[src/rtl/result_collect.sv]
// Collects NUM_CLASS fixed-point scores into one packed frame and
// issues a single write strobe toward the result memory.
module result_collect #(
   parameter int NUM_CLASS  = 10,
   parameter int SCORE_W    = 16,
   parameter int FRAC_SHIFT = 8
) (
   input  logic                          clk,
   input  logic                          rst,
   input  logic                          start,
   input  logic                          abort,
   input  logic                          in_valid,
   input  logic [31:0]                   in_data,
   output logic                          in_ready,
   output logic [NUM_CLASS*SCORE_W-1:0]  write_result_data,
   output logic                          write_result_signal,
   output logic                          busy
);

   localparam int CW = (NUM_CLASS > 1) ? $clog2(NUM_CLASS) : 1;
   localparam int DW = NUM_CLASS * SCORE_W;
   localparam logic [CW-1:0] LAST = CW'(NUM_CLASS - 1);
   localparam logic signed [31:0] SMAX = (32'sd1 <<< (SCORE_W - 1)) - 32'sd1;
   localparam logic signed [31:0] SMIN = -(32'sd1 <<< (SCORE_W - 1));

   typedef enum logic [1:0] {
      IDLE    = 2'd0,
      COLLECT = 2'd1,
      WRITE   = 2'd2
   } state_t;

   state_t              state;
   state_t              state_nxt;
   logic [CW-1:0]       cnt;
   logic [DW-1:0]       pack;
   logic [DW-1:0]       pack_nxt;
   logic signed [31:0]  shifted;
   logic [SCORE_W-1:0]  score;
   logic                accept;
   logic                last;

   assign accept = in_valid & in_ready;
   assign last   = accept & (cnt == LAST);

   // Saturate the shifted accumulator into the signed score range
   always_comb begin
      shifted = $signed(in_data) >>> FRAC_SHIFT;
      if (shifted > SMAX)
         score = SMAX[SCORE_W-1:0];
      else if (shifted < SMIN)
         score = SMIN[SCORE_W-1:0];
      else
         score = shifted[SCORE_W-1:0];
   end

   always_comb begin
      pack_nxt = pack;
      pack_nxt[SCORE_W*cnt +: SCORE_W] = score;
   end

   always_ff @(posedge clk) begin
      if (rst)
         state <= IDLE;
      else
         state <= state_nxt;
   end

   always_comb begin
      state_nxt = state;
      case (state)
         IDLE:    if (start) state_nxt = COLLECT;
         COLLECT: begin
            if (abort)
               state_nxt = IDLE;
            else if (last)
               state_nxt = WRITE;
         end
         WRITE:   state_nxt = IDLE;
         default: state_nxt = IDLE;
      endcase
   end

   always_comb begin
      in_ready            = (state == COLLECT);
      write_result_signal = (state == WRITE);
      busy                = (state != IDLE);
   end

   always_ff @(posedge clk) begin
      if (rst) begin
         cnt               <= '0;
         pack              <= '0;
         write_result_data <= '0;
      end else begin
         case (state)
            IDLE: begin
               if (start) begin
                  cnt  <= '0;
                  pack <= '0;
               end
            end
            COLLECT: begin
               if (abort) begin
                  cnt  <= '0;
                  pack <= '0;
               end else if (accept) begin
                  pack <= pack_nxt;
                  if (last) begin
                     write_result_data <= pack_nxt;
                     cnt               <= '0;
                  end else begin
                     cnt <= cnt + CW'(1);
                  end
               end
            end
            default: ;
         endcase
      end
   end

endmodule

[config.mk]
export PLATFORM = sky130hd
export DESIGN_NAME = result_collect
export DESIGN_NICKNAME = d
export VERILOG_FILES = /design/src/rtl/result_collect.sv
export SDC_FILE = /design/constraint.sdc
export NUM_CORES = 1
export LEC_CHECK = 0
export ABC_AREA = 1
export CORE_UTILIZATION = 56
export CTS_CLUSTER_DIAMETER = 80
export DETAILED_ROUTE_END_ITERATION = 7
export GPL_ROUTABILITY_DRIVEN = 0
export PLACE_DENSITY = 0.93
export RECOVER_POWER = 25
export SLEW_MARGIN = 20
export SYNTH_ARGS = -nofsm -noshare
export SYNTH_HDL_FRONTEND = slang
export SYNTH_SLANG_ARGS = --single-unit
export TNS_END_PERCENT = 30
[constraint.sdc]
create_clock -name clk -period 5.2 [get_ports clk]
set_input_delay 1.04 -clock clk [delete_from_list [all_inputs] [get_ports clk]]
set_output_delay 1.04 -clock clk [all_outputs]
set_load 0.01 [all_outputs]
==> metrics <==
outcome=finished, final reports clean; critical path launch point type=input pin; CTS clk-pin slew, worst paths=0.06 ns; Final ANT Viol Nets=0; number of synthesized flops with an enable pin=0; worst setup margin=1.63 ns; Core Region=24500 um2; commonest non-fill, non-tap cell in the layout=nand2_1; layout cells sized above 1=4.70%; Crit path largest cell delay=0.62 ns; CTS max path bufs=3; top cell type's share of synthesized area=46.3%; Fin Clk Skew=0.0216 ns; Die X=161 um; # diodes=0; setup violation total in the final timing report=0; prevailing post-synth register cell=dfxtp_1; Mapped Area=14100 um2; first-pass GRT wire length=64.0 mm; CP Capture Type=flop; clock latency on the worst-skew pair=0.52 ns; gr usage total=30.6%; FF-to-FF path depth=11; Reg2Reg Setup Slack=1.83 ns; Unique masters post-synth=30; 1st-iter DRT viols=1691; pre-CTS setup slack=1.23 ns; syn_nets=1935; Final Max Tran Viols=0; setup TNS=0 ns; initial antenna violation count=0; H-tree depth=2; min cycle time layout=3.57 ns; crit path max fanout=93; HP Class=reg2reg; post-synthesis sequential area ratio=46.3%; maximum vdd ir drop=0.234 mV; Final period util=68.6%; pwr dens=314 nW/um2; asr flop ratio synth=0%; total grt overflow=0; Critical Path RT=5.64 ns; Initial Utilization=57.5%; wire length per cell=17.4 um; clk sink count=326; Crit Path Category=in2reg; Crit-path slowest cell=inv_6; die area=25800 um2; signal arrival time at the worst endpoint=4.01 ns; Post-CTS Setup Inserts=0; Clock Power Share=46.8%; crit-path cells=dlygate4sd3_1, nand4_1, nor2_1, nand2_2, inv_6, buf_12, o21ai_0, a21oi_1; Buf/Inv on CP=3; number of top-level pins=200; CTS Buf Count=34; largest net degree at the start of global routing=100; synthesized area per cell=7.45 um2; crit path from=in_valid; TritonCTS clock tree=done; RR Endpoint=pack[57]$_SDFFE_PP0P_; net switching fraction of the power=23.7%; vias per inst=5.98; Int Power=4080 uW; largest area contributor in the netlist=dfxtp_1; vias in the first global route=12600; Crit path max-delay family=buffers and inverters; post-layout net count=2022; die height=161 um; origin of the worst min-delay path=pack[153]$_SDFFE_PP0P_; total of max-cap violations=0; Leak=0.00637 uW; NetSw=1260 uW; commonest non-fill, non-tap cells in the layout=nand2_1, dfxtp_1, a21oi_1; DP HPWL=25.8 mm; fmax=280 MHz; Area Overhead vs Synth=20.4%; Worst Max-Slew Pin Slew=1.09 ns; Synth Register Bits=326; worst rel slew slack=27.6%; yosys warns=0; DRT Pass-1 Iters=6; DRT Wirelength=40.6 mm; # rows=57; Critical Path Sink=write_result_data[54]$_SDFFE_PP0P_; detailed-route DRC error count=0; Post-Synthesis Cells=1894; reg2reg start=cnt[0]$_SDFFE_PP0P_; Post-CTS Hold Fix Bufs=0; Vias=13900; Crit. path cell count=8; top post-synthesis cells by area=dfxtp_1, nand2_1, a21oi_1, o21ai_0, o211ai_1; final hold violation count=0; Flop pwr share=46.9%; cts repair resizes=0; unrepaired setup endpoints after global routing=no; Root Buffer=clkbuf_16; Comb pwr share=6.4%; I/O Buffers=191
[tightest hold or removal path: cells and delay by family, from the launching register on]
family,cells,cell delay (ns)
flip-flops,1,0.31
AND/OR/NAND/NOR,1,0.06
AO/OA/AOI/OAI,1,0.05
[per-stage QoR]
stage / cell area (um2) / hold WS, ns / utilization, % / instances / total power (uW)
after detailed placement: 15900 / 0.455 / 64.6 / 2269 / 2880
after CTS: 17000 / 0.464 / 69.2 / 2326 / 5340
after global routing: 17000 / 0.477 / 69.2 / 2326 / 5480
after global placement: 15900 / 0.451 / 64.6 / 2269 / 2880
after floorplan: 14100 / 0.444 / - / 1894 / 2780
final: 17000 / 0.464 / 69.2 / 2326 / 5340
[Yosys cell counts, drive strengths merged (3+ instances only)]
library cell,count
o21bai,36
a21o,3
nand2,477
buf,77
dfxtp,326
a21oi,282
nor2,42
nand4,5
inv,85
o211ai,108
ha,4
clkbuf,77
o21ai,291
nand3,75
[power by group through the flow]
stage / logic [uW] / registers (uW) / clock network (uW)
2_1_floorplan: 220 / 2560 / 0
3_3_place_gp: 320 / 2560 / 0
3_5_place_dp: 325 / 2560 / 0
4_1_cts: 327 / 2500 / 2510
5_1_grt: 358 / 2500 / 2620
6_report: 339 / 2500 / 2500
[layer usage]
metal	GRT usage, %	wire length [um]	vias up
met5	0	0	-
met4	18.0	2380	0
met3	5.45	3590	164
met2	46.6	17900	712
met1	40.8	16700	6398
li1	-	-	6633
[layout make-up]
type                    instances  area [um2]
clock buffers                  44         920
repair buffers                205        2050
fillers                      1871        7550
clock inverters                13         203
well taps                     324         405
inverters                      86         334
multi-input cells            1328        6540
flip-flops and latches        326        6530
[flip-flops by register name, indices dropped and copies added (netlist names)]
name	count
pack	160
write_result_data	160
cnt	4
state	2
[cells by family after synthesis]
logic type               after synthesis  synth area share (%)
AO/OA/AOI/OAI                        721                  28.2
AND/OR/NAND/NOR                      601                  17.6
flip-flops                           326                  46.3
buffers and inverters                240                  7.38
adder cells (fa/ha/maj)                4                 0.355
XOR/XNOR                               2                 0.178
[how the worst min path moves through the flow]
stage	endpoint	slack (ns)	cells after the start
6_report	pack[153]$_SDFFE_PP0P_	0.46	2
5_1_grt	pack[22]$_SDFFE_PP0P_	0.48	2
4_1_cts	pack[153]$_SDFFE_PP0P_	0.46	2
3_5_place_dp	pack[153]$_SDFFE_PP0P_	0.46	2
3_3_place_gp	pack[151]$_SDFFE_PP0P_	0.45	2
2_1_floorplan	pack[159]$_SDFFE_PP0P_	0.44	2
Note: power is estimated with default switching activity, not from simulation.
